## config.mk

```make
export PLATFORM = sky130hd
export DESIGN_NAME = regfile_mp_flat
export DESIGN_NICKNAME = d
export VERILOG_FILES = /design/src/rtl/regfile_mp_if.sv /design/src/rtl/regfile_mp.sv /design/src/flat_wrapper.sv
export SDC_FILE = /design/constraint.sdc
export NUM_CORES = 2
export LEC_CHECK = 0
export BUFFER_PORTS_ARGS = -buffer_cell sky130_fd_sc_hd__buf_4
export CELL_PAD_IN_SITES_DETAIL_PLACEMENT = 2
export CELL_PAD_IN_SITES_GLOBAL_PLACEMENT = 2
export CORE_MARGIN = 4
export CORE_UTILIZATION = 23
export DETAILED_ROUTE_END_ITERATION = 8
export PLACE_DENSITY = 0.56
export SYNTH_ARGS = -nofsm -noshare
export SYNTH_HDL_FRONTEND = slang
export SYNTH_SLANG_ARGS = --single-unit
```

## constraint.sdc

```tcl
create_clock -name Clk -period 5.4 [get_ports Clk]
set_clock_uncertainty 0.15 [all_clocks]
set_input_delay 1.62 -clock Clk [delete_from_list [all_inputs] [get_ports Clk]]
set_output_delay 1.62 -clock Clk [all_outputs]
set_load 0.01 [all_outputs]
```

## src/rtl/regfile_mp_if.sv

```systemverilog
// Bus bundle for the multi-port register file.
// Master drives addresses/writes/clear; slave returns read data and Busy.
interface regfile_mp_if #(
    parameter int WIDTH      = 32,
    parameter int ADDR_WIDTH = 5,
    parameter int NUM_RD     = 2
);
    logic [NUM_RD*ADDR_WIDTH-1:0] ReadRegister;
    logic [NUM_RD*WIDTH-1:0]      ReadData;
    logic [ADDR_WIDTH-1:0]        WriteRegister0;
    logic [WIDTH-1:0]             WriteData0;
    logic                         RegWrite0;
    logic [ADDR_WIDTH-1:0]        WriteRegister1;
    logic [WIDTH-1:0]             WriteData1;
    logic                         RegWrite1;
    logic                         ClearReq;
    logic                         Busy;

    modport master (
        output ReadRegister,
        output WriteRegister0, WriteData0, RegWrite0,
        output WriteRegister1, WriteData1, RegWrite1,
        output ClearReq,
        input  ReadData, Busy
    );

    modport slave (
        input  ReadRegister,
        input  WriteRegister0, WriteData0, RegWrite0,
        input  WriteRegister1, WriteData1, RegWrite1,
        input  ClearReq,
        output ReadData, Busy
    );
endinterface

```

## src/rtl/regfile_mp.sv

```systemverilog
// Multi-port register file: NUM_RD comb reads, two prioritised writes,
// optional bypass / zero register, and a one-entry-per-cycle clear engine.
module regfile_mp #(
    parameter int WIDTH      = 32,
    parameter int ADDR_WIDTH = 5,
    parameter int NUM_RD     = 2,
    parameter int ZERO_REG   = 1,
    parameter int BYPASS     = 0
) (
    input  logic        Clk,
    input  logic        Rst_n,
    regfile_mp_if.slave rf
);
    localparam int DEPTH = 2 ** ADDR_WIDTH;

    typedef enum logic {IDLE, CLEAR} state_t;

    state_t                state;
    logic [ADDR_WIDTH-1:0] cnt;
    logic                  busy;

    logic [WIDTH-1:0]        mem [DEPTH];
    logic                    we0;
    logic                    we1;
    logic [ADDR_WIDTH-1:0]   ra [NUM_RD];
    logic [NUM_RD*WIDTH-1:0] rdata;

    // Busy masks writes, which also takes them out of the bypass path.
    assign we0 = rf.RegWrite0 && !busy &&
                 !((ZERO_REG != 0) && (rf.WriteRegister0 == '0));
    assign we1 = rf.RegWrite1 && !busy &&
                 !((ZERO_REG != 0) && (rf.WriteRegister1 == '0));

    always_ff @(posedge Clk or negedge Rst_n) begin
        if (!Rst_n) begin
            state <= IDLE;
            cnt   <= '0;
            busy  <= 1'b0;
        end else begin
            unique case (state)
                IDLE: begin
                    if (rf.ClearReq) begin
                        state <= CLEAR;
                        cnt   <= '0;
                        busy  <= 1'b1;
                    end
                end
                CLEAR: begin
                    cnt <= cnt + 1'b1;
                    if (&cnt) begin
                        state <= IDLE;
                        busy  <= 1'b0;
                    end
                end
            endcase
        end
    end

    // Port 1 is assigned last so it wins an address collision.
    always_ff @(posedge Clk or negedge Rst_n) begin
        if (!Rst_n) begin
            for (int i = 0; i < DEPTH; i++) begin
                mem[i] <= '0;
            end
        end else if (busy) begin
            mem[cnt] <= '0;
        end else begin
            if (we0) begin
                mem[rf.WriteRegister0] <= rf.WriteData0;
            end
            if (we1) begin
                mem[rf.WriteRegister1] <= rf.WriteData1;
            end
        end
    end

    always_comb begin
        rdata = '0;
        ra    = '{default: '0};
        for (int k = 0; k < NUM_RD; k++) begin
            ra[k] = rf.ReadRegister[k*ADDR_WIDTH +: ADDR_WIDTH];
            if ((ZERO_REG != 0) && (ra[k] == '0)) begin
                rdata[k*WIDTH +: WIDTH] = '0;
            end else if ((BYPASS != 0) && we1 &&
                         (ra[k] == rf.WriteRegister1)) begin
                rdata[k*WIDTH +: WIDTH] = rf.WriteData1;
            end else if ((BYPASS != 0) && we0 &&
                         (ra[k] == rf.WriteRegister0)) begin
                rdata[k*WIDTH +: WIDTH] = rf.WriteData0;
            end else begin
                rdata[k*WIDTH +: WIDTH] = mem[ra[k]];
            end
        end
    end

    assign rf.ReadData = rdata;
    assign rf.Busy     = busy;
endmodule

```

## src/flat_wrapper.sv

```systemverilog
// flat-port wrapper written by rule: the top's interface ports become plain ports
module regfile_mp_flat 
#(
    parameter int WIDTH      = 32,
    parameter int ADDR_WIDTH = 5,
    parameter int NUM_RD     = 2,
    parameter int ZERO_REG   = 1,
    parameter int BYPASS     = 0
)
  (Clk, Rst_n, rf_ReadRegister, rf_WriteRegister0, rf_WriteData0, rf_RegWrite0, rf_WriteRegister1, rf_WriteData1, rf_RegWrite1, rf_ClearReq, rf_ReadData, rf_Busy);
  regfile_mp_if #(.WIDTH(WIDTH), .ADDR_WIDTH(ADDR_WIDTH), .NUM_RD(NUM_RD)) rf_i ();
  input  logic Clk;
  input  logic Rst_n;
  input wire logic [$bits(rf_i.ReadRegister)-1:0] rf_ReadRegister;
  input wire logic [$bits(rf_i.WriteRegister0)-1:0] rf_WriteRegister0;
  input wire logic [$bits(rf_i.WriteData0)-1:0] rf_WriteData0;
  input wire logic [$bits(rf_i.RegWrite0)-1:0] rf_RegWrite0;
  input wire logic [$bits(rf_i.WriteRegister1)-1:0] rf_WriteRegister1;
  input wire logic [$bits(rf_i.WriteData1)-1:0] rf_WriteData1;
  input wire logic [$bits(rf_i.RegWrite1)-1:0] rf_RegWrite1;
  input wire logic [$bits(rf_i.ClearReq)-1:0] rf_ClearReq;
  output wire logic [$bits(rf_i.ReadData)-1:0] rf_ReadData;
  output wire logic [$bits(rf_i.Busy)-1:0] rf_Busy;
  assign rf_i.ReadRegister = rf_ReadRegister;
  assign rf_i.WriteRegister0 = rf_WriteRegister0;
  assign rf_i.WriteData0 = rf_WriteData0;
  assign rf_i.RegWrite0 = rf_RegWrite0;
  assign rf_i.WriteRegister1 = rf_WriteRegister1;
  assign rf_i.WriteData1 = rf_WriteData1;
  assign rf_i.RegWrite1 = rf_RegWrite1;
  assign rf_i.ClearReq = rf_ClearReq;
  assign rf_ReadData = rf_i.ReadData;
  assign rf_Busy = rf_i.Busy;
  regfile_mp #(.WIDTH(WIDTH), .ADDR_WIDTH(ADDR_WIDTH), .NUM_RD(NUM_RD), .ZERO_REG(ZERO_REG), .BYPASS(BYPASS)) u_core (.Clk(Clk), .Rst_n(Rst_n), .rf(rf_i));
endmodule
```

==> impl_metrics.yaml <==
cells_and_area:
  design_area_sq_mm: 0.09874
  syn_to_final_growth_pct: 23.84
  nets: 9095
  drive_gt1_frac: 0.2391
  fillers: 37670
  final_cell_mix: "o21ai_0, nand2_1, dfrtp_1, a21oi_1, buf_4"
  fin_util: 0.2870
  fin_cells: 13690
  layout_commonest_cell: "o21ai_0"
logic_synthesis:
  ys_warn_count: 0
  synth_area_sq_mm: 0.07974
  synth_area_per_cell_sq_um: 8.681
  synth_edf_count: 0
  synth_nets: 9279
  ys_top_cells_by_area: "dfrtp_1, mux4_2, o21ai_0, a221oi_1, nand2_1"
  ys_types: 65
  synth_top_cell_by_area: "dfrtp_1"
  synth-seq-area-share: 0.3236
  synth_ff_type: "dfrtp_1"
  synth_top_area_share: 0.3236
  async_flop_share: 1.000
  ys_ff_latch: 1031
  netlist_instances: 9185
grt:
  overflow: 0
  grt_pass1_vias: 94320
  grt_pass1_wl_mm: 761.0
  antenna_found_initial: 42
  track_usage: 0.2933
  grt_max_degree: 170
sta:
  max_slew_margin: 0.04067
  finalHoldViolCount: 0
  clock.fmax_mhz: 180.2
  min_period_ns: 5.549
  setup_viol: 41
  period_share: 1.028
  fin_ws_ns: -0.1491
  maxSlewViolCount: 0
  tightest_slew_ns: 1.420
  rsz0062_at_grt: "true"
placed_design:
  gp_congestion: 0.8950
  dp_hpwl_mm: 338.5
  dp_cells: 13290
  place_area_sq_mm: 0.08986
  numPortBuffers: 153
job:
  drv_cap: 0
min_path:
  hold_path.class: "reg2reg"
  holdCritStartpoint: "u_core.mem[1002]$_DFF_PN0_"
  hold_end: "u_core.mem[1002]$_DFF_PN0_"
  hold-path-cell-count: 1
drt:
  post_drt_wl_per_cell_um: 39.85
  drt_first_iter_violations: 10700
  drc: 0
  wirelength_mm: 545.3
  dr_total_vias: 90310
  ant_nets: 0
  first_pass_iters: 6
  via_per_inst: 6.599
floorplanning:
  start_util: 0.2317
  fp.coreArea_sq_mm: 0.3441
  die_width_um: 596.8
  ios: 154
  num_rows: 215
  dieHeight_um: 596.8
  die_area_sq_mm: 0.3562
cts:
  cts.sinks: 1031
  worstSkewPairLatency_ns: 0.82
  root_buffer: "clkbuf_16"
  cts_buffers: 155
  cts_tree: "built"
  clockBufferDepth: 4
  htree_levels: 4
  clk_pin_slew_ns: 0.06
setup_path:
  worst_path_max_delay_cell: "a311oi_4"
  critPathKind: "in2out"
  arrival_ns: 3.78
  cp_max_fo: 8
  crit_path_end_kind: "primary output"
  worstPathRequired_ns: 3.63
  ff2ff_path_depth: 6
  critPathLaunchType: "primary input"
  crit_chain: "buf_16, buf_16, buf_12, buf_4, mux4_2, a22oi_2, buf_4, a311oi_4, buf_4, buf_4"
  timing.rr.start: "u_core.rf.Busy$_DFFE_PN0P_"
  r2r_end: "u_core.mem[281]$_DFF_PN0_"
  crit_path_max_incr_delay_ns: 0.57
  cpMostUsedCell: "buf_4"
  reg2reg_slack_ns: 1.75
outcome:
  status: "finished with violations"
  violations: "setup timing"
power_and_ir_drop:
  power_density_mw_per_mm2: 386.5
  worst_ir_drop_vdd_v: 0.0003393
  cellLeakagePower_nw: 38.24
-- worst max-delay path: cells and delay by family --
kind,cells,cell delay (ns)
buffers and inverters,7,1.12
AOI/OAI and AO/OA,2,0.63
muxes,1,0.37
-- flip-flops by register name (all words and copies together), names as in the netlist --
register / flops
u_core.cnt: 5
u_core.mem: 1024
u_core.rf.Busy: 1
u_core.state: 1
-- per-layer routing --
layer,track usage,vias up,routed length (um)
met2,0.4440,5434,238400
li1,-,34710,-
met3,0.06336,1609,49160
met5,0,-,90
met4,0.1776,14,35960
met1,0.3820,48550,221700
-- where the power goes --
part	internal (mW)	switching (mW)	leakage (nW)
Combinational	5.66	11.6	21.5
Sequential	8.95	1.41	14.2
Clock	6.17	4.41	2.47
Total	20.8	17.4	38.2
-- Yosys cell counts (all sizes together) (64+ instances only) --
master and number:
o41ai 128, inv 103, nor4bb 96, buf 395, mux4 448, a31oi 141, nor2b 76, a221oi 696
a221o 128, mux2i 192, and3 194, a21oi 905, o2bb2ai 160, dfrtp 1031, o21ai 1725, a22oi 64
nand2 1319, clkbuf 1025
-- cells by family (layout without fill, tap and decap cells) --
kind of cell | Yosys count | after routing | synth area share
DFF | 1031 | 1031 | 0.3236
muxes | 672 | 672 | 0.1552
and+or+nand+nor | 1891 | 1891 | 0.1214
buffers and inverters | 1523 | 1443 | 0.08075
AOI/OAI and AO/OA | 4063 | 4063 | 0.3183
adders and majority gates | 5 | 5 | 0.0007846
other | 0 | 23 | 0
-- stage by stage --
| stage | power, mW | setup TNS, ns | hold slack [ns] | setup slack (ns) |
|---|---|---|---|---|
| 6_report | 38.17 | -1.863 | 0.3673 | -0.1491 |
| 2_1_floorplan | 18.97 | 0 | 0.3166 | 0.4595 |
| 3_3_place_gp | 25.88 | -21.54 | 0.3348 | -1.014 |
| 4_1_cts | 37.62 | -0.6869 | 0.3616 | -0.07793 |
| 5_1_grt | 39.53 | -1.952 | 0.3859 | -0.1190 |
| 3_5_place_dp | 26.64 | -22.22 | 0.3411 | -0.9835 |
-- final cells by class --
class | instances | area (sq um) | share of cell area
Antenna cell | 23 | 57.56 | 0.0005829
Clock buffer | 229 | 4662 | 0.04721
Clock inverter | 32 | 295.3 | 0.002990
Inverter | 103 | 399.1 | 0.004042
Multi-Input combinational cell | 6631 | 49870 | 0.5050
Sequential cell | 1031 | 25800 | 0.2613
Tap cell | 4557 | 5702 | 0.05774
Timing Repair Buffer | 1079 | 11960 | 0.1211
-- how the worst max path moves through the flow --
stage                       start         endpoint  slack, ns  cells after the start
2_1_floorplan  rf_ReadRegister[5]  rf_ReadData[39]       0.46                      7
3_3_place_gp   rf_ReadRegister[1]  rf_ReadData[30]      -1.01                      9
3_5_place_dp   rf_ReadRegister[1]  rf_ReadData[26]      -0.98                      9
4_1_cts        rf_ReadRegister[2]  rf_ReadData[26]      -0.08                     10
5_1_grt        rf_ReadRegister[2]  rf_ReadData[19]      -0.12                      9
6_report       rf_ReadRegister[1]  rf_ReadData[26]      -0.15                     10
-- timing repair --
| action | in CTS | in global routing |
|---|---|---|
| setup buffers | 68 | 43 |
| pin swaps | 42 | 47 |
| hold buffers | 0 | 0 |
| setup endpoints to repair | 64 | 59 |
| resized for setup | 353 | 164 |
| cloned | 17 | 9 |
(Power assumes the default switching activity.)
